**src/rtl/riscpu_pkg.sv**
```systemverilog
// rtl/riscpu_pkg.sv - shared opcodes and widths for the RISC pipeline
//
// Purpose: opcode encodings and data/address widths used by the writeback
// stage and its source mux. No ports.
package riscpu_pkg;

  localparam int XLEN   = 32;
  localparam int REG_AW = 5;

  localparam logic [5:0] OP_NOP = 6'h00;
  localparam logic [5:0] OP_MOV = 6'h01;
  localparam logic [5:0] OP_LI  = 6'h0F;
  localparam logic [5:0] OP_LW  = 6'h23;

endpackage

```
**src/rtl/wb_select.sv**
```systemverilog
// rtl/wb_select.sv - opcode-driven writeback source mux
//
// Purpose: picks the value the WB stage commits to the register file.
// Ports:
//   opcode     in   6     instruction opcode
//   reg_rs1    in   XLEN  rs1 operand (MOV source)
//   alu_out    in   XLEN  ALU result (default source)
//   imm        in   XLEN  decoded immediate (LI source)
//   dout       in   XLEN  data-memory read data (LW source)
//   wb_data    out  XLEN  selected writeback value
module wb_select
  import riscpu_pkg::*;
#(
  parameter int W = XLEN
) (
  input  logic [5:0]   opcode,
  input  logic [W-1:0] reg_rs1,
  input  logic [W-1:0] alu_out,
  input  logic [W-1:0] imm,
  input  logic [W-1:0] dout,
  output logic [W-1:0] wb_data
);

  always_comb begin
    wb_data = alu_out;
    case (opcode)
      OP_LW:   wb_data = dout;
      OP_LI:   wb_data = imm;
      OP_MOV:  wb_data = reg_rs1;
      default: wb_data = alu_out;
    endcase
  end

endmodule

```
**src/rtl/writeback_regfile.sv**
```systemverilog
// rtl/writeback_regfile.sv - WB stage: source select, register file, forward tap, commit counter
//
// Purpose: final pipeline stage. Selects the writeback value by opcode,
// commits it to a 32x32 register file (x0 hardwired to zero), serves two
// combinational decode read ports, exports a registered forward tap of the
// last committed write and counts committed writes.
// Configuration: define WB_BYPASS_EN to make a same-cycle write visible on
// the read ports (write-through); otherwise reads return the pre-write value.
// Ports:
//   clock               in   1      rising-edge clock
//   reset_n             in   1      asynchronous active-low reset
//   reg_rs1_d3          in   XLEN   rs1 operand carried to WB
//   alu_out_d3          in   XLEN   ALU result
//   immediate_value_d3  in   XLEN   decoded immediate
//   DOut_d3             in   XLEN   data-memory read data
//   opcode_d3           in   6      instruction opcode
//   rd_d3               in   5      destination register
//   register_we_d3      in   1      register write request
//   rs1_addr, rs2_addr  in   5      decode read addresses
//   rs1_data, rs2_data  out  XLEN   decode read data (combinational)
//   wb_data             out  XLEN   selected writeback value (combinational)
//   wb_fwd_data         out  XLEN   wb_data of last committed write (held)
//   wb_fwd_rd           out  5      rd of last-cycle commit, 0 when none
//   wb_fwd_valid        out  1      a write committed last cycle
//   commit_count        out  CNT_W  number of committed writes (wraps)
module writeback_regfile
  import riscpu_pkg::*;
#(
  parameter int XLEN_P = XLEN,
  parameter int NREGS  = 32,
  parameter int CNT_W  = 32
) (
  input  logic              clock,
  input  logic              reset_n,
  input  logic [XLEN_P-1:0] reg_rs1_d3,
  input  logic [XLEN_P-1:0] alu_out_d3,
  input  logic [XLEN_P-1:0] immediate_value_d3,
  input  logic [XLEN_P-1:0] DOut_d3,
  input  logic [5:0]        opcode_d3,
  input  logic [REG_AW-1:0] rd_d3,
  input  logic              register_we_d3,
  input  logic [REG_AW-1:0] rs1_addr,
  input  logic [REG_AW-1:0] rs2_addr,
  output logic [XLEN_P-1:0] rs1_data,
  output logic [XLEN_P-1:0] rs2_data,
  output logic [XLEN_P-1:0] wb_data,
  output logic [XLEN_P-1:0] wb_fwd_data,
  output logic [REG_AW-1:0] wb_fwd_rd,
  output logic              wb_fwd_valid,
  output logic [CNT_W-1:0]  commit_count
);

  logic [XLEN_P-1:0] regs [NREGS];
  logic              commit;

  wb_select #(.W(XLEN_P)) u_wb_select (
    .opcode  (opcode_d3),
    .reg_rs1 (reg_rs1_d3),
    .alu_out (alu_out_d3),
    .imm     (immediate_value_d3),
    .dout    (DOut_d3),
    .wb_data (wb_data)
  );

  // Writes to x0 are discarded entirely: no array update, no count, no forward.
  assign commit = register_we_d3 && (rd_d3 != '0);

  // regs[0] is reset and never written, so it stays a constant zero; the read
  // mux still forces zero for address 0 so that intent is explicit.
  always_ff @(posedge clock or negedge reset_n) begin
    if (!reset_n) begin
      for (int i = 0; i < NREGS; i++) begin
        regs[i] <= '0;
      end
    end else if (commit) begin
      regs[rd_d3] <= wb_data;
    end
  end

  always_comb begin
    rs1_data = '0;
    rs2_data = '0;
    if (rs1_addr != '0) rs1_data = regs[rs1_addr];
    if (rs2_addr != '0) rs2_data = regs[rs2_addr];
`ifdef WB_BYPASS_EN
    // Write-through: a read of the register being committed this cycle sees
    // the new value instead of the array contents.
    if (commit && (rs1_addr == rd_d3)) rs1_data = wb_data;
    if (commit && (rs2_addr == rd_d3)) rs2_data = wb_data;
`endif
  end

  // Forward tap: valid/rd describe only the previous cycle, data is held
  // from the most recent commit so a late consumer still sees it.
  always_ff @(posedge clock or negedge reset_n) begin
    if (!reset_n) begin
      wb_fwd_valid <= 1'b0;
      wb_fwd_rd    <= '0;
      wb_fwd_data  <= '0;
    end else begin
      wb_fwd_valid <= commit;
      wb_fwd_rd    <= commit ? rd_d3 : '0;
      if (commit) wb_fwd_data <= wb_data;
    end
  end

  // Free-running wrap-around commit counter.
  always_ff @(posedge clock or negedge reset_n) begin
    if (!reset_n) begin
      commit_count <= '0;
    end else if (commit) begin
      commit_count <= commit_count + {{(CNT_W-1){1'b0}}, 1'b1};
    end
  end

endmodule

```
**config.mk**
```make
export PLATFORM = sky130hd
export DESIGN_NAME = writeback_regfile
export DESIGN_NICKNAME = d
export VERILOG_FILES = /design/src/rtl/riscpu_pkg.sv /design/src/rtl/wb_select.sv /design/src/rtl/writeback_regfile.sv
export SDC_FILE = /design/constraint.sdc
export NUM_CORES = 2
export LEC_CHECK = 0
export BUFFER_PORTS_ARGS = -buffer_cell sky130_fd_sc_hd__buf_2
export CAP_MARGIN = 10
export CORE_UTILIZATION = 59
export CTS_CLUSTER_SIZE = 20
export DETAILED_ROUTE_END_ITERATION = 8
export PLACE_DENSITY_LB_ADDON = 0.08
export SLEW_MARGIN = 20
export SYNTH_ARGS = -nofsm -noshare
export SYNTH_HDL_FRONTEND = slang
export SYNTH_SLANG_ARGS = --single-unit
```
**constraint.sdc**
```tcl
create_clock -name clock -period 2.3 [get_ports clock]
set_clock_uncertainty 0.2 [all_clocks]
set_input_delay 0.115 -clock clock [delete_from_list [all_inputs] [get_ports clock]]
set_output_delay 0.115 -clock clock [all_outputs]
set_load 0.03 [all_outputs]
```
# == Word-level counts from Yosys, hierarchy flattened ==
# Index checks and enable logic that the tools add are counted.
# totals
reg_bits,1094
inputBits,152
wordCells,65
out_inout_bits,166
# classes
add_sub_neg,1
n_lt_le_gt_ge,4
bitwise_logic,3
n_reduce_logical,5
n_eq_ne,3
n_mux,13
# op_table
op,count
$bwmux 1024,1
$bmux 32 s5,2
$mux 32,7
$demux 32 s5,1
$pmux 32 s3,1
$add 32x1->32 const B,1
$ge 6x6->1 const B,3
$not 5->6,3
$reduce_bool 5->1,3
$eq 6x1->1 const B,1
$eq 6x4->1 const B,1
$eq 6x6->1 const B,1
$lt 6x1->1 const B,1
$mux 5,1
$logic_and 1x1->1,2

# == Logic depth before layout (Yosys ltp) ==
# depth
depth_word,6
ltp_mapped,9
mapped_depth_nobuf,6

# == Hierarchy ==
# Synthesis repeated with hierarchy kept, for this count alone.
# unflattened
hier_cells,3991
area_unflattened_um2,58832.7
# modules_own_cells
mod,area_each_um2,seq_area_each_um2,cells_per_inst,instances
writeback_regfile,57625.3,27376.3,3824,1
wb_select,1207.4,0.0,167,1

# == Worst setup path after synthesis ==
# No wires, ideal clock.
# synth_timing
kind,input to output
start,input port rs1_addr[1]
end,output port rs1_data[15]
slack_ns,-0.714
required_ns,1.985
arrival_ns,2.699
cell_stages,8
cell_sequence,buf_4 buf_8 buf_8 buf_6 clkbuf_8 mux4_2 mux2i_1 a2111oi_0
# synth_between
elab_chain_len,5
# synth_lines
element,line_no,source
from (decl),writeback_regfile.sv:42,"input logic [REG_AW-1:0] rs1_addr,"
$not 5->6 (implied by the code),writeback_regfile.sv:83,if (rs1_addr != '0) rs1_data = regs[rs1_addr];
$bmux 32 s5,writeback_regfile.sv:83,
$mux 32 (implied by the code) (2 in series),writeback_regfile.sv:83,
$mux 32 *,writeback_regfile.sv:83,
to (decl),writeback_regfile.sv:44,"output logic [XLEN_P-1:0] rs1_data,"
# Mark *: on every way between the ends. The rest lies on a longest branch, timed or not. The select of a mux whose other input is x is not followed.

# == Worst setup path in the final report ==
# layout_timing
start,register regs[269] (netlist bit)
end,output port rs1_data[13]
# layout_between
elab_chain_len,4
# layout_lines
element,line_no,source
from (decl),writeback_regfile.sv:53,logic [XLEN_P-1:0] regs [NREGS];
"from (signal, indexed assignment)",writeback_regfile.sv:76,regs[rd_d3] <= wb_data;
$bmux 32 s5,writeback_regfile.sv:83,
$mux 32 (implied by the code) (2 in series),writeback_regfile.sv:83,
$mux 32,writeback_regfile.sv:83,
# No other way between the ends. The select of a mux whose other input is x is not followed.

==> metrics.md <==
| Metric | Value |
|---|---|
| Area delta synth->final | `27.35%` |
| Worst slew margin | `36.50%` |
| Crit path kind | `reg2out` |
| Leak | `32.25 nW` |
| Starting density of the core | `59.48%` |
| # clock sinks | `1,094` |
| Hold Path Origin | `alu_out_d3[13]` |
| Total power | `60.07 mW` |
| Post-synthesis compound-gate area fraction | `13.68%` |
| Asr flop ratio synth | `100.0%` |
| Clk_lat worst skew | `0.69 ns` |
| # rows | `113` |
| Yosys warning count | `0` |
| Starting DRT DRC Count | `5,332` |
| Mux contribution to synthesized area | `23.59%` |
| Yosys top cell area share | `48.51%` |
| Pwr/cell area | `835.8 mW/mm^2` |
| Dominant cells by area after synthesis | `dfrtp_1 (49%), mux4_2 (20%), o21ai_1 (7.9%), nand2_1 (7.3%), clkbuf_1 (2.1%)` |
| Seq pwr share | `42.6%` |
| Crit path DAT | `2.57 ns` |
| Dpl hpwl | `121,400 um` |
| Max Cap Viol | `0` |
| Clock transition at the registers of the reported paths | `0.06 ns` |
| Tcrit/Tclk final | `125.4%` |
| IO Port Bufs | `317` |
| DR WL/cell | `27.05 um` |
| CTS max path bufs | `3` |
| Vias per cell | `6.590` |
| RSZ-0062 raised after global routing | `yes` |
| Final core utilization | `75.75%` |
| Worst reg2reg path startpoint | `commit_count[0]$_DFFE_PN0P_` |
| DR pass1 iterations | `9` |
| Share of cells above drive strength 1 | `35.49%` |
| Residual DRC | `2` |
| Synth area leader | `dfrtp_1` |
| Remaining antenna violation count after routing | `0` |
| Kind of end point of the critical path | `primary output` |
| GRT overflow | `0` |
| Final WL | `192,600 um` |
| Net Sw Power | `18.19 mW` |
| Final RePlAce weighted congestion | `0.9206` |
| Area of placed instances | `0.06381 sq mm` |
| Most frequent cell after synthesis | `dfrtp_1` |
| Initial antenna violation count | `8` |
| Clk pwr share | `31.8%` |
| Avg Inst Size Synth | `11.15 sq um` |
| Largest family of logic cells by synthesized area | `multiplexers` |
| Syn nets | `5,215` |
| Achievable frequency | `0.3467 GHz` |
| Vias in the first global route | `46,910` |
| Post-layout instance area | `0.07187 sq mm` |
| Synthesized area | `0.05643 sq mm` |
| Die height | `311.3 um` |
| Fillers | `6,081` |
| Hold Slack | `0.01126 ns` |
| Synth Flop Type | `dfrtp_1` |
| Crit. Startpoint | `regs[269]$_DFFE_PN0P_` |
| GRT Total Usage | `39.98%` |
| Die X | `311.3 um` |
| Final Hold Fails | `0` |
| Adder-Cell Fraction of Synth Area | `0.02217%` |
| Final setup fails | `64` |
| Mapped Cells | `5,062` |
| Total CTS buffers | `111` |
| Post-synthesis sequential area ratio | `48.51%` |
| #FFs+latches synth | `1,094` |
| Post-synth top cells | `dfrtp_1 (1,094), nand2_1 (1,090), o21ai_1 (888)` |
| Core ar. | `0.09487 sq mm` |
| Comb pwr share | `25.6%` |
| I/O Pins | `318` |
| Post-Synth XOR/XNOR Area | `0.4966%` |
| NumNets Final | `5,915` |
| Outcome | `finished, violations left` |
| Simple-gate portion of the synthesized area | `9.017%` |
| Sw Ratio | `30.29%` |
| Failing checks | `design-rule violations, negative setup slack` |
| Max FO, Critical Path | `3` |
| Worst slew pin tran | `0.9524 ns` |
| Die ar. | `0.09689 sq mm` |
| Via count | `46,930` |
| Synth unique cells | `52` |
| CTS tree | `yes` |
| Post-synth EDFFs | `0` |
| Root Driver | `clkbuf_16` |
| Pins Over Slew Limit | `0` |
| Worst min path class | `in2reg` |
| H-tree levels | `3` |
| Int Pwr | `41.87 mW` |
| Critical Path RT | `1.99 ns` |
| Worst setup margin | `-0.5839 ns` |
| Global-route wire length before repair | `290,200 um` |
| Critical path launch point type | `register` |
| Worst vdd ir | `0.5761 mV` |
| Post-layout min period | `2.884 ns` |
| Pin count of the biggest net entering global routing | `86` |
final timing paths:
| check | to | slack, ns | depth (start not counted) |
|---|---|---|---|
| max in group asynchronous | regs[110]$_DFFE_PN0P_ | 0.71 | 3 |
| setup / recovery | rs1_data[13] | -0.58 | 7 |
| setup reg to reg | commit_count[12]$_DFFE_PN0P_ | 0.17 | 6 |
| min in group asynchronous | regs[745]$_DFFE_PN0P_ | 0.10 | 3 |
| hold / removal | regs[461]$_DFFE_PN0P_ | 0.01 | 4 |
| hold reg to reg | regs[1001]$_DFFE_PN0P_ | 0.20 | 0 |
sequential cells by signal, summed over array words and instances, names as in the netlist:
| register | cells |
|---|---|
| wb_fwd_data | 32 |
| wb_fwd_rd | 5 |
| wb_fwd_valid | 1 |
| regs | 1024 |
| commit_count | 32 |
routing by layer:
layer	up-vias	GRT usage, %	wire [um]
li1	19890	-	-
met1	23700	55.63	73870
met2	2891	60.44	87620
met3	443	11.19	24230
met4	0	15.15	6893
met5	-	0	0
power groups by stage:
| stage | clock (mW) | sequential [mW] | combinational [mW] |
|---|---|---|---|
| floorplan | 0 | 25.0 | 8.59 |
| global placement | 0 | 25.5 | 12.6 |
| detailed placement | 0 | 25.7 | 12.9 |
| CTS | 19.2 | 25.4 | 14.7 |
| global route | 19.9 | 25.9 | 16.5 |
| finish | 19.1 | 25.6 | 15.4 |
cells in the final DEF, fill, tap and decap left out, types with 41 or more instances in the layout:
cell,n
dfrtp_1,1094
clkbuf_16,114
mux4_2,512
buf_4,503
o21ai_0,158
inv_1,66
nand2_1,1057
dlygate4sd3_1,112
a21oi_1,41
o21ai_1,886
buf_12,172
buf_2,245
mux2_2,46
buf_6,76
mux2i_1,86
layout make-up:
class / instances / area (sq um) / area share, %
Tap cell: 1265 / 1583 / 2.202
Clock inverter: 41 / 483.0 / 0.6720
Multi-Input combinational cell: 3369 / 28190 / 39.23
Sequential cell: 1094 / 27380 / 38.09
Antenna cell: 4 / 10.01 / 0.01393
Clock buffer: 162 / 3372 / 4.692
Timing Repair Buffer: 1120 / 10610 / 14.76
Inverter: 66 / 247.7 / 0.3447
stage by stage:
stage,TNS (ns),std cells,setup slack [ns]
after floorplan,0,5062,0.06268
after global placement,-19.62,6682,-0.4452
after detailed placement,-26.18,6682,-0.4455
after CTS,-36.34,7085,-0.5586
after global routing,-30.85,7118,-0.6427
final,-28.11,7121,-0.5839
critical path, stage by stage (launching register included):
cell and delay, ns:
dfrtp_1 0.40, mux4_2 0.49, mux2i_2 0.17, nor2_2 0.07, a221oi_4 0.34, buf_4 0.20
a21oi_4 0.06, buf_6 0.14
cell families (layout without fill, tap and decap cells):
group                      Yosys count  in the layout
xor gates and xnor gates            32             32
adders and majority gates            1              1
buffers and inverters              603           1389
and+or+nand+nor                   1270           1270
other                                0              4
DFF                               1094           1094
muxes                              682            682
AOI/OAI and AO/OA                 1380           1384
repair_timing:
action / in CTS / in global routing
pin swaps: 96 / 56
hold buffers: 119 / 0
gates resized for setup: 354 / 105
setup buffers: 84 / 31
gates cloned: 4 / 1
endpoints found under the setup margin: 79 / 160
endpoints found under the hold margin: 1873 / 0
No activity file was read; power rests on OpenSTA's default activity.
